### config.mk
export PLATFORM = sky130hd
export DESIGN_NAME = bsg_manycore_host_req_scheduler
export DESIGN_NICKNAME = d
export VERILOG_FILES = /design/src/rtl/bsg_manycore_host_req_scheduler.sv
export SDC_FILE = /design/constraint.sdc
export NUM_CORES = 1
export LEC_CHECK = 0
export CORE_AREA = 2 2 259 261
export DETAILED_ROUTE_END_ITERATION = 8
export DIE_AREA = 0 0 261 263
export GPL_TIMING_DRIVEN = 1
export MAX_ROUTING_LAYER = met4
export PLACE_DENSITY_LB_ADDON = 0.12
export SETUP_SLACK_MARGIN = 0.15
export SKIP_CTS_REPAIR_TIMING = 1
export SYNTH_ARGS = -nofsm -noshare
export SYNTH_HDL_FRONTEND = slang
export SYNTH_SLANG_ARGS = --single-unit
### constraint.sdc
create_clock -name clk_i -period 6.1 [get_ports clk_i]
set_input_delay 0.61 -clock clk_i [delete_from_list [all_inputs] [get_ports clk_i]]
set_output_delay 0.61 -clock clk_i [all_outputs]
set_load 0.02 [all_outputs]
### src/rtl/bsg_manycore_host_req_scheduler.sv
// ---------------------------------------------------------------------------
// bsg_manycore_host_req_scheduler
//
// Shares one host-request / manycore-response FIFO pair of the manycore link
// endpoint bridge between num_req_p host-side requesters. Requests are
// round-robin arbitrated onto the endpoint request FIFO. Each remote load is
// tagged with the requester index in the upper load_id bits, and returned
// load data is routed back to the owning requester with that tag cleared.
// Outstanding loads are limited per requester, and a fence drains all
// in-flight traffic.
//
// Ports
//   clk_i, reset_i     clock, synchronous active-high reset
//   req_v_i/req_data_i/req_ready_o        per-requester request channel
//   rsp_v_o/rsp_data_o/rsp_ready_i        per-requester response channel
//                                          (data bus shared, valid one-hot)
//   mc_req_v_o/mc_req_data_o/mc_req_ready_i  to endpoint host-request FIFO
//   mc_rsp_v_i/mc_rsp_data_i/mc_rsp_ready_o  from endpoint mc-response FIFO
//   out_credits_i      endpoint out credits (full == max_out_credits_p)
//   fence_i            level drain request; fence_done_o when drained
//   err_o              sticky: unroutable or unexpected response seen
//
// Packet layout (LSB first)
//   request : x_dst[7:0] y_dst[15:8] x_src[23:16] y_src[31:24]
//             payload[63:32] reg_id[71:64] op_v2[79:72] addr[111:80]
//   response: x_dst[7:0] y_dst[15:8] op_v2[23:16] load_id[55:24] data[87:56]
// ---------------------------------------------------------------------------
module bsg_manycore_host_req_scheduler #(
  parameter int num_req_p         = 2,
  parameter int fifo_width_p      = 128,
  parameter int max_out_credits_p = 16,
  parameter int load_id_width_p   = 12,
  parameter int max_outstanding_p = 8
) (
  input  logic                                   clk_i,
  input  logic                                   reset_i,

  input  logic [num_req_p-1:0]                   req_v_i,
  input  logic [num_req_p-1:0][fifo_width_p-1:0] req_data_i,
  output logic [num_req_p-1:0]                   req_ready_o,

  output logic [num_req_p-1:0]                   rsp_v_o,
  output logic [fifo_width_p-1:0]                rsp_data_o,
  input  logic [num_req_p-1:0]                   rsp_ready_i,

  output logic                                   mc_req_v_o,
  output logic [fifo_width_p-1:0]                mc_req_data_o,
  input  logic                                   mc_req_ready_i,

  input  logic                                   mc_rsp_v_i,
  input  logic [fifo_width_p-1:0]                mc_rsp_data_i,
  output logic                                   mc_rsp_ready_o,

  input  logic [$clog2(max_out_credits_p+1)-1:0] out_credits_i,
  input  logic                                   fence_i,
  output logic                                   fence_done_o,
  output logic                                   err_o
);

  localparam int idx_w  = $clog2(num_req_p);
  localparam int cnt_w  = $clog2(max_outstanding_p + 1);
  localparam int cred_w = $clog2(max_out_credits_p + 1);

  localparam int req_payload_lsb = 32;
  localparam int req_op_lsb      = 72;
  localparam int rsp_load_id_lsb = 24;
  localparam logic [7:0] op_remote_load = 8'd0;

  // The requester index lives in the top idx_w bits of the load_id field.
  localparam int req_tag_lsb = req_payload_lsb + load_id_width_p - idx_w;
  localparam int rsp_tag_lsb = rsp_load_id_lsb + load_id_width_p - idx_w;

  typedef enum logic [1:0] {
    e_idle,   // no grant held
    e_lock,   // grant held until the endpoint accepts it
    e_fence   // no new grants while draining
  } state_e;

  state_e               state_r;
  logic [idx_w-1:0]     rr_ptr_r;
  logic [idx_w-1:0]     lock_idx_r;
  logic [cnt_w-1:0]     cnt_r [num_req_p];
  logic                 err_r;

  // -------------------------------------------------------------------------
  // Eligibility: a load from a requester at its outstanding limit must wait.
  // -------------------------------------------------------------------------
  logic [num_req_p-1:0] is_load;
  logic [num_req_p-1:0] eligible;

  // NOTE: every signal driven from always_comb gets a default assignment first,
  // so no path leaves it unassigned and no latch is inferred.
  always_comb begin
    is_load  = '0;
    eligible = '0;
    for (int i = 0; i < num_req_p; i++) begin
      is_load[i]  = (req_data_i[i][req_op_lsb +: 8] == op_remote_load);
      eligible[i] = req_v_i[i]
                    & ~(is_load[i] & (cnt_r[i] == cnt_w'(max_outstanding_p)));
    end
  end

  // -------------------------------------------------------------------------
  // Round-robin search: first eligible requester at or after rr_ptr_r.
  // -------------------------------------------------------------------------
  logic             arb_found;
  logic [idx_w-1:0] arb_idx;
  logic [idx_w-1:0] arb_cand;
  int               cand_sum;

  always_comb begin
    arb_found = 1'b0;
    arb_idx   = '0;
    arb_cand  = '0;
    cand_sum  = 0;
    for (int k = 0; k < num_req_p; k++) begin
      cand_sum = int'(rr_ptr_r) + k;
      if (cand_sum >= num_req_p) cand_sum = cand_sum - num_req_p;
      arb_cand = idx_w'(cand_sum);
      if (!arb_found && eligible[arb_cand]) begin
        arb_found = 1'b1;
        arb_idx   = arb_cand;
      end
    end
  end

  // -------------------------------------------------------------------------
  // Grant selection. In LOCK the held winner is driven regardless of the
  // other requesters so valid and data stay stable until the handshake.
  // -------------------------------------------------------------------------
  logic             sel_v;
  logic [idx_w-1:0] sel_idx;
  logic [idx_w-1:0] next_ptr;
  logic             mc_req_hs;

  always_comb begin
    sel_v   = 1'b0;
    sel_idx = arb_idx;
    case (state_r)
      e_idle: begin
        sel_v   = arb_found & ~fence_i;
        sel_idx = arb_idx;
      end
      e_lock: begin
        sel_v   = 1'b1;
        sel_idx = lock_idx_r;
      end
      default: begin
        sel_v   = 1'b0;
        sel_idx = arb_idx;
      end
    endcase
    if (reset_i) sel_v = 1'b0;
  end

  assign next_ptr  = (sel_idx == idx_w'(num_req_p - 1)) ? '0 : sel_idx + 1'b1;
  assign mc_req_hs = sel_v & mc_req_ready_i;
  assign mc_req_v_o = sel_v;

  always_comb begin
    mc_req_data_o = req_data_i[sel_idx];
    if (is_load[sel_idx]) mc_req_data_o[req_tag_lsb +: idx_w] = sel_idx;
  end

  always_comb begin
    req_ready_o = '0;
    for (int i = 0; i < num_req_p; i++) begin
      req_ready_o[i] = sel_v & (sel_idx == idx_w'(i)) & mc_req_ready_i;
    end
  end

  // -------------------------------------------------------------------------
  // Response routing. A response whose tag names no requester, or names one
  // with nothing outstanding, is accepted and dropped, and flags an error.
  // -------------------------------------------------------------------------
  logic [idx_w-1:0] rsp_idx;
  logic             routable;

  assign rsp_idx  = mc_rsp_data_i[rsp_tag_lsb +: idx_w];
  assign routable = (int'(rsp_idx) < num_req_p) && (cnt_r[rsp_idx] != '0);

  always_comb begin
    rsp_v_o = '0;
    for (int i = 0; i < num_req_p; i++) begin
      rsp_v_o[i] = ~reset_i & mc_rsp_v_i & routable & (rsp_idx == idx_w'(i));
    end
  end

  assign mc_rsp_ready_o = ~reset_i & (routable ? rsp_ready_i[rsp_idx] : 1'b1);

  always_comb begin
    rsp_data_o = mc_rsp_data_i;
    rsp_data_o[rsp_tag_lsb +: idx_w] = '0;
  end

  // -------------------------------------------------------------------------
  // Outstanding-load accounting and fence status.
  // -------------------------------------------------------------------------
  logic [num_req_p-1:0] cnt_inc;
  logic [num_req_p-1:0] cnt_dec;
  logic                 all_cnt_zero;

  always_comb begin
    cnt_inc      = '0;
    cnt_dec      = '0;
    all_cnt_zero = 1'b1;
    for (int i = 0; i < num_req_p; i++) begin
      cnt_inc[i] = mc_req_hs & (sel_idx == idx_w'(i)) & is_load[i];
      cnt_dec[i] = rsp_v_o[i] & rsp_ready_i[i];
      if (cnt_r[i] != '0) all_cnt_zero = 1'b0;
    end
  end

  assign fence_done_o = ~reset_i & (state_r == e_fence)
                        & (out_credits_i == cred_w'(max_out_credits_p))
                        & all_cnt_zero;

  assign err_o = err_r;

  // -------------------------------------------------------------------------
  // Registered state.
  // -------------------------------------------------------------------------
  // NOTE: reset is synchronous: it is only sampled at the clock edge inside
  // this always_ff, so it is not in the sensitivity list.
  // NOTE: sequential state uses non-blocking assignments only, so every
  // register samples the pre-edge value of every other register.
  always_ff @(posedge clk_i) begin
    if (reset_i) begin
      state_r    <= e_idle;
      rr_ptr_r   <= '0;
      lock_idx_r <= '0;
      err_r      <= 1'b0;
      // NOTE: the counters are a handful of flops, not a RAM, so they are
      // cleared individually; a grant lost mid-LOCK takes its history with it.
      for (int i = 0; i < num_req_p; i++) cnt_r[i] <= '0;
    end else begin
      case (state_r)
        e_idle: begin
          if (fence_i) begin
            state_r <= e_fence;
          end else if (arb_found) begin
            if (mc_req_ready_i) begin
              rr_ptr_r <= next_ptr;
            end else begin
              state_r    <= e_lock;
              lock_idx_r <= arb_idx;
            end
          end
        end
        e_lock: begin
          if (mc_req_ready_i) begin
            rr_ptr_r <= next_ptr;
            state_r  <= fence_i ? e_fence : e_idle;
          end
        end
        e_fence: begin
          if (!fence_i) state_r <= e_idle;
        end
        default: state_r <= e_idle;
      endcase

      for (int i = 0; i < num_req_p; i++) begin
        if (cnt_inc[i] & ~cnt_dec[i])      cnt_r[i] <= cnt_r[i] + 1'b1;
        else if (~cnt_inc[i] & cnt_dec[i]) cnt_r[i] <= cnt_r[i] - 1'b1;
      end

      if (mc_rsp_v_i & ~routable) err_r <= 1'b1;
    end
  end

endmodule

==> summary.txt, run 1 <==
Post-synth ARST share: 0
Synthesized Nets: 798
IO Pins: 662
Number of global-route vias before repair: 4280
RePlAce Congestion: 0.720
Seq/Total Area, Yosys: 0.0940
Initial antenna violation count: 2
Total GRT Usage: 0.0610
Overall die height: 263 um
Num CTS Buffers: 3
Err: [ERROR DRT-0255] Maze Route cannot find path of net mc_rsp_data_i[36] in worker of routeBox ( 241500 96600 ) ( 261000 144900 ).
Post-Syn Area: 3620 sq um
Primary FF master, synth: edfxtp_1
Register bit total from synthesis: 13
YS warnings: 0
HPWL Detailed: 20000 um
Syn Inst Count: 394
Stopped at: 5_2_route
Largest net degree at the start of global routing: 79
Core Rows: 94
Htree depth: 1
Starting density of the core: 0.0552
Post-synth EDFFs: 8
CTS sink cnt: 13
Buffers added on ports: 406
First-pass GRT wire length: 29300 um
Synth cell types: 52
Max clock buf depth: 2
CTS root buffer: clkbuf_16
Die W: 261 um
Syn Area/Cell: 9.19 sq um
Status: aborted with a tool error
GR Overflow Total: 0
[routing by layer]
metal	global-route usage
met5	-
met2	0.121
met3	0.0201
met1	0.0532
met4	0.0174
[cells in the mapped netlist (3+ instances only)]
library cell | instances | area (sq um)
a21oi_1 | 6 | 30.0
buf_2 | 8 | 40.0
buf_4 | 135 | 1010
dfxtp_1 | 5 | 100
edfxtp_1 | 8 | 240
ha_1 | 5 | 62.6
inv_1 | 7 | 26.3
mux2_2 | 127 | 1430
nand2_1 | 9 | 33.8
nand2b_1 | 5 | 31.3
nor2_1 | 12 | 45.0
nor2b_1 | 3 | 18.8
nor4_1 | 4 | 25.0
o21ai_0 | 4 | 20.0
o21ai_4 | 3 | 48.8
or2_2 | 3 | 18.8
or3_1 | 4 | 25.0
or4_1 | 4 | 30.0
[per-stage QoR]
| step | area (sq um) | setup slack, ps | utilization | instances | hold slack (ps) |
|---|---|---|---|---|---|
| 2_1_floorplan | 3620 | 2700 | - | 394 | 454 |
| 3_3_place_gp | 7750 | 1470 | 0.118 | 1522 | 468 |
| 3_5_place_dp | 7750 | 1470 | 0.118 | 1522 | 468 |
| 4_1_cts | 7830 | 1460 | 0.119 | 1526 | 475 |
| 5_1_grt | 7830 | 1420 | 0.119 | 1526 | 506 |
[kinds of logic after synthesis]
logic type,Yosys count,share of synthesized area
buf+inv,152,0.300
mux,127,0.395
simple gates,64,0.108
compound gates,29,0.0743
flops,13,0.0940
fa+ha+maj,6,0.0228
xor+xnor,2,0.00484
other cells,1,0.00104
==> run 2: changes to the inputs <==
MAX_ROUTING_LAYER = unset   (was met4)
PLACE_DENSITY_LB_ADDON = 0.15   (was 0.12)
SETUP_SLACK_MARGIN = unset   (was 0.15)
==> summary.txt, run 2 <==
Status: finished clean
Post-DP Area: 7740 sq um (about the same)
Worst Hold Depth: 2
Num CTS Buffers: 3 (unchanged)
Switching share of power: 0.343
Via density: 2.57
Reg2reg end: cnt_r[0][3]$_SDFFCE_PN0P_
Hold Path Origin: err_o$_SDFFE_PP0P_
Largest regs: cnt_r: 8 flops, state_r: 2 flops
Max-slew violations: 0
Post-synth top area cell: mux2_2
Worst-case reg-to-reg path depth: 13
Nets: 1066
Reg area: 340 sq um
Starting density of the core: 0.0552 (unchanged)
Seq pwr share: 0.125
Critical Path RT: 5490 ps
Clock Power Share: 0.156
Clock skew: 4.99 ps
Min-Delay Path Class: register to register
Max layer used: met5
Switch Pwr: 0.000288 W
Syn Inst Count: 394 (unchanged)
Clk Latency, worst-skew pair: 250 ps
Critical path arrival: 4010 ps
Wire per inst: 15.1 um
Most common cell after layout, fill and taps aside: clkdlybuf4s50_1
GR Overflow Total: 0 (unchanged)
Most flops, register: cnt_r
Seq/Total Area, Yosys: 0.0940 (unchanged)
Max Cap Viol: 0
Max clock buf depth: 2 (unchanged)
Crit path launch type: primary input
RePlAce Congestion: 0.769 (+6.8%)
First DRT Iteration DRCs: 80
Routed WL: 23100 um
Worst slew margin: 0.560
Final hold slack: 478 ps
Post-synth EDFFs: 8 (unchanged)
# setup viols final: 0
Critical R2R Launch: cnt_r[0][0]$_SDFFCE_PN0P_
Max reg flops: 8
Setup tns final: 0 ps
Multi-input logic area: 2190 sq um
Core Footprint: 65600 sq um
Full die area: 68600 sq um
Overall die height: 263 um (unchanged)
Syn Area/Cell: 9.19 sq um (unchanged)
Number of global-route vias before repair: 4207 (-1.7%)
Most common cell in the netlist: buf_4
Fin area: 7830 sq um
Commonest cells after routing, fill and taps aside: clkdlybuf4s50_1, mux2_2, nor2_1
Register bit total from synthesis: 13 (unchanged)
Antenna viol nets, final: 0
Top cells by count, synth: buf_4, mux2_2, nor2_1
CP Max Fanout: 92
Die W: 261 um (unchanged)
Setup CP Type: primary input to primary output
Share of the synthesized area in the top cell type: 0.395 (unchanged)
CP Capture Type: primary output
Met3 WL: 3100 um
Synth cell types: 52 (unchanged)
Met2 WL: 12400 um
IO Pins: 662 (unchanged)
Peak VDD IR: 0.0598 mV
Int Pwr: 0.000551 W
Buffers added on ports: 406 (unchanged)
Post-Syn Area: 3620 sq um (unchanged)
Core Rows: 94 (unchanged)
Power, Total: 0.000839 W
Initial antenna violation count: 2 (unchanged)
HPWL Detailed: 20600 um (+3.3%)
Fin util: 0.119
WL met1: 6950 um
Total GRT Usage: 0.0609 (-0.0000993)
Fin crit share: 0.757
Final Hold Viols: 0
First-pass GRT wire length: 30100 um (+2.7%)
Largest net degree at the start of global routing: 93 (+18%)
Htree depth: 1 (unchanged)
Primary FF master, synth: edfxtp_1
Worst-path clk slew: 50 ps
Leakage Power: 2.53 nW
Tightest Pin Transition: 659 ps
Via count: 3929
RSZ-0062 raised after global routing: no
YS warnings: 0 (unchanged)
CTS sink cnt: 13 (unchanged)
Synthesized Nets: 798 (unchanged)
Post-synth ARST share: 0 (unchanged)
Comb pwr share: 0.720
Fillers: 7514
Layout cell share with drive strength beyond 1: 0.225
CTS root buffer: clkbuf_16
Worst reg2reg setup slack: 2480 ps
Synth top area cells: mux2_2, buf_4, edfxtp_1
Drt first pass iters: 4
Highest Clock Rate: 217 MHz
Area grow syn2layout: 116%
Hold EP: err_o$_SDFFE_PP0P_
DRC violations left: 0
CTS tree: yes
Period minus WS final: 4620 ps
Cell area power density: 107 nW/um^2
run 2: cell counts after synthesis:
No cell type changed its count.
run 2: how the worst max path moves through the flow:
| stage | from | end | slack [ps] | cells after the start |
|---|---|---|---|---|
| 5_1_grt | req_data_i[72] | mc_req_data_o[41] | 1400 | 7 |
| 2_1_floorplan | req_data_i[200] | cnt_r[0][3]$_SDFFCE_PN0P_ | 2700 | 13 |
| 3_3_place_gp | req_data_i[72] | mc_req_data_o[41] | 1530 | 7 |
| 6_report | req_data_i[72] | mc_req_data_o[41] | 1480 | 7 |
| 3_5_place_dp | req_data_i[72] | mc_req_data_o[41] | 1500 | 7 |
| 4_1_cts | req_data_i[72] | mc_req_data_o[41] | 1500 | 7 |
run 2: power by group through the flow:
stage	clock (W)	combinational (W)	sequential, W
finish	0.000131	0.000604	0.000105
global route	0.000140	0.000641	0.000106
CTS	0.000138	0.000614	0.000105
detailed placement	0	0.000611	0.000106
global placement	0	0.000618	0.000107
floorplan	0	0.000373	0.000104
run 2: critical path: stages:
cell and delay [ps]:
clkdlybuf4s50_1 450, or4_1 610, o311a_1 410, o31ai_4 360, buf_12 370, mux2_2 410
clkdlybuf4s50_1 570
run 2: per-stage QoR:
step,worst slack [ps],std cells
final,1480,1526
after global routing,1400,1525
after CTS,1500,1525
after detailed placement,1500,1521
after global placement,1530,1521
after floorplan,2700,394
run 2: routing by layer:
layer	global-route usage	up-vias
met2	0.123	402
li1	-	1799
met3	0.0296	29
met4	0.0170	2
met5	0	-
met1	0.0508	1697
run 2: kinds of logic after synthesis:
| family | after synthesis | share of synthesized area |
|---|---|---|
| buffers and inverters | 152 | 0.300 |
| and+or+nand+nor | 64 | 0.108 |
| adders and majority gates | 6 | 0.0228 |
| AOI/OAI and AO/OA | 29 | 0.0743 |
| xor gates and xnor gates | 2 | 0.00484 |
| other | 1 | 0.00104 |
| muxes | 127 | 0.395 |
| DFF | 13 | 0.0940 |
run 2: final cells by class:
type / count / area share
Sequential cell: 13 / 0.0435
Antenna cell: 1 / 0.000320
Tap cell: 864 / 0.138
Clock buffer: 3 / 0.00959
Multi-Input combinational cell: 229 / 0.280
Inverter: 7 / 0.00336
Clock inverter: 1 / 0.000639
Timing Repair Buffer: 408 / 0.524
Power figures use the tool's default switching activity.
==> run 3: changes to the inputs <==
CORE_AREA = 2 2 255 257   (was 2 2 259 261)
DIE_AREA = 0 0 257 259   (was 0 0 261 263)
clock period = 4.3 ns   (was 6.1 ns; I/O delays follow)
==> summary.txt, run 3 (synthesized netlist as in run 2, its figures left out) <==
Peak VDD IR: 0.122 mV (+100%)
Clock skew: 1.25 ps (-3.74 ps)
Via density: 2.63 (+2.0%)
Max-slew violations: 0 (unchanged)
Crit path launch type: primary input
Final worst slack: 160 ps (-1320 ps)
Routed WL: 21800 um (-5.4%)
Starting density of the core: 0.0567 (+0.00151)
Commonest cells after routing, fill and taps aside: clkdlybuf4s50_1, mux2_2, buf_4
Hold EP: err_o$_SDFFE_PP0P_
Buffers added on ports: 406 (unchanged)
Die W: 257 um (-1.5%)
CTS root buffer: clkbuf_16
Number of global-route vias before repair: 4328 (+2.9%)
Critical path arrival: 3710 ps (-300 ps)
Highest Clock Rate: 242 MHz
Max clock buf depth: 2 (unchanged)
Antenna viol nets, final: 0 (unchanged)
Full die area: 66600 sq um (-3.0%)
Core Footprint: 63900 sq um (-2.7%)
Drt first pass iters: 4 (unchanged)
Final Hold Viols: 0 (unchanged)
Dpl ws: 110 ps (-1390 ps)
Area grow syn2layout: 119%
Critical R2R Launch: cnt_r[0][0]$_SDFFCE_PN0P_
Critical Path RT: 3870 ps (-1620 ps)
Nets: 1079 (+1.2%)
Overall die height: 259 um (-1.5%)
Worst-case reg-to-reg path depth: 12 (-1)
Worst Hold Depth: 2 (unchanged)
# setup viols final: 0 (unchanged)
First DRT Iteration DRCs: 70 (-13%)
DRC violations left: 0 (unchanged)
First-pass GRT wire length: 29600 um (-1.6%)
Largest net degree at the start of global routing: 62 (-33%)
Max Cap Viol: 0 (unchanged)
GR Overflow Total: 0 (unchanged)
Clk Latency, worst-skew pair: 240 ps (about the same)
CTS sink cnt: 13 (unchanged)
Cell area power density: 151 nW/um^2 (+41%)
Leakage Power: 2.60 nW (+2.6%)
RSZ-0062 raised after global routing: no
Layout cell share with drive strength beyond 1: 0.242 (+0.0164)
CTS tree: yes
Wire per inst: 14.3 um (-5.6%)
Num CTS Buffers: 3 (unchanged)
Via count: 4017 (+2.2%)
Setup tns final: 0 ps (unchanged)
Period minus WS final: 4140 ps
Htree depth: 1 (unchanged)
Hold Path Origin: err_o$_SDFFE_PP0P_
HPWL Detailed: 19400 um (-5.6%)
Most flops, register: cnt_r
RePlAce Congestion: 0.687 (-11%)
Worst-path clk slew: 50 ps (about the same)
Most common cell after layout, fill and taps aside: clkdlybuf4s50_1
Min-Delay Path Class: register to register
Max reg flops: 8 (unchanged)
CP Capture Type: primary output
Initial antenna violation count: 2 (unchanged)
Setup CP Type: primary input to primary output
Reg2reg end: cnt_r[0][3]$_SDFFCE_PN0P_
Fin crit share: 0.963
Largest regs: cnt_r: 8 flops, state_r: 2 flops
Core Rows: 93 (-1.1%)
Total GRT Usage: 0.0602 (-0.000695)
Status: finished clean
IO Pins: 662 (unchanged)
Worst reg2reg setup slack: 910 ps (-1570 ps)
CP Max Fanout: 27 (-71%)
run 3: cell types whose count changed in the layout (fill, tap and decap cells not counted):
cell | previous run | this run
buf_12 | 2 | 3
buf_4 | 0 | 14
clkbuf_1 | 0 | 1
clkdlybuf4s50_1 | 406 | 404
clkinv_2 | 1 | 0
run 3: final cells by class:
| cell class | count | area, sq um |
|---|---|---|
| timing repair buffer | 421 | 4210 |
| fill | 7242 | 56000 |
| multi-input combinational | 229 | 2190 |
| clock buffer | 4 | 78.8 |
| antenna | 1 | 2.50 |
| tap | 855 | 1070 |
| inverter | 7 | 26.3 |
| sequential | 13 | 340 |
run 3: critical path: stages:
cell             delay [ps]
clkdlybuf4s50_1         420
or4_1                   620
o311a_1                 410
o31ai_4                 390
buf_12                  250
buf_12                  220
mux2_2                  360
clkdlybuf4s50_1         550
run 3: worst max-delay path by stage:
stage                    startpoint                         to  slack (ps)  cells after the start
floorplan           req_data_i[200]  cnt_r[0][3]$_SDFFCE_PN0P_        1080                     13
detailed placement   req_data_i[72]           mc_req_data_o[7]         110                      7
global placement     req_data_i[73]          mc_req_data_o[19]         130                      7
finish               req_data_i[72]          mc_req_data_o[42]         160                      8
global route         req_data_i[72]          mc_req_data_o[48]           2                      8
CTS                  req_data_i[72]           mc_req_data_o[7]         100                      7
run 3: metrics by stage:
step | instance area [sq um] | power [W] | instances | hold slack, ps | utilization
after detailed placement | 7840 | 0.00103 | 1525 | 462 | 0.123
after global routing | 7920 | 0.00127 | 1529 | 499 | 0.124
after floorplan | 3620 | 0.000677 | 394 | 454 | -
final | 7920 | 0.00120 | 1530 | 462 | 0.124
after global placement | 7840 | 0.00104 | 1525 | 465 | 0.123
after CTS | 7920 | 0.00123 | 1529 | 474 | 0.124
run 3: where the power goes:
| group | leakage (nW) | switching [W] | internal, W |
|---|---|---|---|
| combinational | 2.44 | 0.000341 | 0.000527 |
| clock | 0.0382 | 0.0000567 | 0.000126 |
| sequential | 0.124 | 0.00000890 | 0.000140 |
run 3: metal layers:
layer	part of all wire	track usage
met5	0	0
met4	0.033	0.0205
met3	0.11	0.0242
met2	0.53	0.118
met1	0.32	0.0561
==> run 4: changes to the inputs <==
ABC_AREA = 1   (was unset)
ABC_CLOCK_PERIOD_IN_PS = 4300   (was unset)
CAP_MARGIN = 40   (was unset)
CORE_AREA = 2 2 254 256   (was 2 2 255 257)
DIE_AREA = 0 0 256 258   (was 0 0 257 259)
==> summary.txt, run 4 <==
Status: finished clean
Nets: 1378 (+28%)
DP Cell Count: 1824 (+20%)
Setup CP Type: primary input to primary output
YS warnings: 0 (unchanged)
Highest Clock Rate: 279 MHz (+16%)
Max reg flops: 8 (unchanged)
Seq pwr share: 0.114 (-0.010)
Fin area: 7950 sq um (+0.43%)
Largest family of logic cells by synthesized area: simple AND/OR/NAND/NOR gates
Post-synth ARST share: 0 (unchanged)
Antenna viol nets, final: 0 (unchanged)
Post-Layout Cell Count: 1829 (+20%)
Overall die height: 258 um (-0.39%)
Post-DP Area: 7870 sq um (+0.41%)
Num CTS Buffers: 3 (unchanged)
Leakage Power: 3.41 nW (+31%)
CTS tree: yes
Syn Area/Cell: 5.28 sq um (-43%)
Htree depth: 1 (unchanged)
Post-synth EDFFs: 8 (unchanged)
CTS sink cnt: 13 (unchanged)
Switch Pwr: 0.000522 W (+28%)
GR Overflow Total: 0 (unchanged)
Die W: 256 um (-0.39%)
IO Pins: 662 (unchanged)
RePlAce Congestion: 0.958 (+39%)
Wire per inst: 16.2 um (+14%)
CTS root buffer: clkbuf_16
Power, Total: 0.00129 W (+7.6%)
Final hold slack: 484 ps (+21.2 ps)
Starting density of the core: 0.0591 (+0.00243)
Buffers added on ports: 406 (unchanged)
Routed WL: 29700 um (+36%)
Primary FF master, synth: edfxtp_1
Critical path arrival: 3150 ps (-560 ps)
Int Pwr: 0.000768 W (-3.0%)
Most common cell in the netlist: nand2_1
Clock Power Share: 0.141 (-0.011)
Largest regs: cnt_r: 8 flops, state_r: 2 flops
Max-slew violations: 0 (unchanged)
Peak VDD IR: 0.105 mV (-14%)
Clock skew: 1.98 ps (+0.726 ps)
Fillers: 7443 (+2.8%)
Cell area power density: 162 nW/um^2 (+7.2%)
XOR/XNOR Fraction of Synth Area: 0.0116 (+0.00680)
Max clock buf depth: 2 (unchanged)
Via count: 5149 (+28%)
Most flops, register: cnt_r
Synthesized Nets: 1117 (+40%)
Setup tns final: 0 ps (unchanged)
Adder-Cell Fraction of Synth Area: 0.0219 (-0.000857)
Via density: 2.82 (+7.2%)
First-pass GRT wire length: 40600 um (+37%)
Clk Latency, worst-skew pair: 240 ps (about the same)
Register bit total from synthesis: 13 (unchanged)
Simple-gate portion of the synthesized area: 0.522 (+0.415)
HPWL Detailed: 26100 um (+34%)
Seq/Total Area, Yosys: 0.0905 (-0.00353)
Area grow syn2layout: 111%
Syn Inst Count: 713 (+81%)
Max Cap Viol: 0 (unchanged)
Fin crit share: 0.833 (-0.130)
Core Rows: 93 (unchanged)
Min-Delay Path Class: register to register
Largest net degree at the start of global routing: 66 (+6.5%)
Share of the synthesized area in the top cell type: 0.421 (+0.0261)
Total GRT Usage: 0.0846 (+0.0244)
RSZ-0062 raised after global routing: no
Synth top area cells: nand2_1, buf_4, edfxtp_1
Initial antenna violation count: 7 (+5)
Post-synth top area cell: nand2_1
Most common cell after layout, fill and taps aside: nand2_1
Period minus WS final: 3580 ps (-559 ps)
Synth cell types: 30 (-42%)
Core Footprint: 63600 sq um (-0.36%)
Comb pwr share: 0.745 (+0.021)
DRC violations left: 0 (unchanged)
CP Capture Type: primary output
Multiplexer area fraction after synthesis: 0 (-0.395)
Critical Path RT: 3870 ps (about the same)
Final Hold Viols: 0 (unchanged)
Top cells by count, synth: nand2_1, buf_4, inv_1
Post-Syn Area: 3760 sq um (+3.9%)
Compound-cell area share of the yosys netlist: 0.0176 (-0.0567)
Number of global-route vias before repair: 5266 (+22%)
Drt first pass iters: 4 (unchanged)
First DRT Iteration DRCs: 258 (+270%)
CP Max Fanout: 65 (+140%)
# setup viols final: 0 (unchanged)
Worst-path clk slew: 50 ps (about the same)
Commonest cells after routing, fill and taps aside: nand2_1, clkdlybuf4s50_1, inv_1
Layout cell share with drive strength beyond 1: 0.0401 (-0.202)
Switching share of power: 0.405 (+0.0654)
Crit path launch type: primary input
Full die area: 66000 sq um (-0.77%)
==> run 4: critical path: stages <==
cell and delay, ps:
clkdlybuf4s50_1 520, nor2_1 130, nand2_1 160, nor2_2 220, a21boi_1 130, nand3_2 130, nand2_4 90, inv_4 110
buf_12 260, nand2_1 90, nand2_1 150, clkdlybuf4s50_1 640
==> run 4: layout make-up <==
class	instances	area, sq um	share of cell area
antenna	1	2.50	0.000315
clock buffer	3	75.1	0.00944
clock inverter	1	5.00	0.000629
inverter	32	123	0.0154
multi-input combinational	510	2170	0.272
sequential	13	340	0.0428
tap	855	1070	0.134
timing repair buffer	414	4170	0.524
==> run 4: logic make-up after synthesis <==
| family | Yosys count |
|---|---|
| and+or+nand+nor | 486 |
| buffers and inverters | 190 |
| DFF | 13 |
| AOI/OAI and AO/OA | 12 |
| adders and majority gates | 6 |
| xor gates and xnor gates | 5 |
| other | 1 |
==> run 4: worst paths after layout <==
| path | start | end | slack (ps) | cells after the start |
|---|---|---|---|---|
| max | req_data_i[203] | mc_req_data_o[103] | 720 | 12 |
| min | err_o$_SDFFE_PP0P_ | err_o$_SDFFE_PP0P_ | 480 | 2 |
| max reg2reg | cnt_r[1][0]$_DFFE_PP_ | cnt_r[0][3]$_SDFFCE_PN0P_ | 1280 | 20 |
| min reg2reg | err_o$_SDFFE_PP0P_ | err_o$_SDFFE_PP0P_ | 480 | 2 |
==> run 4: routing by layer <==
metal  vias to the layer above  wire length [um]  GRT usage
met3                        24              4120     0.0487
met2                       414             15600      0.164
met4                         6               563     0.0143
li1                       2533                 -          -
met5                         -                30          0
met1                      2172              9330     0.0766
==> run 4: power by group through the flow <==
| stage | clock (W) | sequential, W | combinational (W) |
|---|---|---|---|
| final | 0.000182 | 0.000147 | 0.000962 |
| after global routing | 0.000194 | 0.000148 | 0.00104 |
| after CTS | 0.000188 | 0.000147 | 0.000981 |
| after detailed placement | 0 | 0.000150 | 0.000976 |
| after global placement | 0 | 0.000150 | 0.000983 |
| after floorplan | 0 | 0.000148 | 0.000560 |
==> run 4: stage by stage <==
step | util | setup slack (ps)
floorplan | - | 1710
global placement | 0.124 | 644
detailed placement | 0.124 | 648
CTS | 0.125 | 632
global route | 0.125 | 499
finish | 0.125 | 719
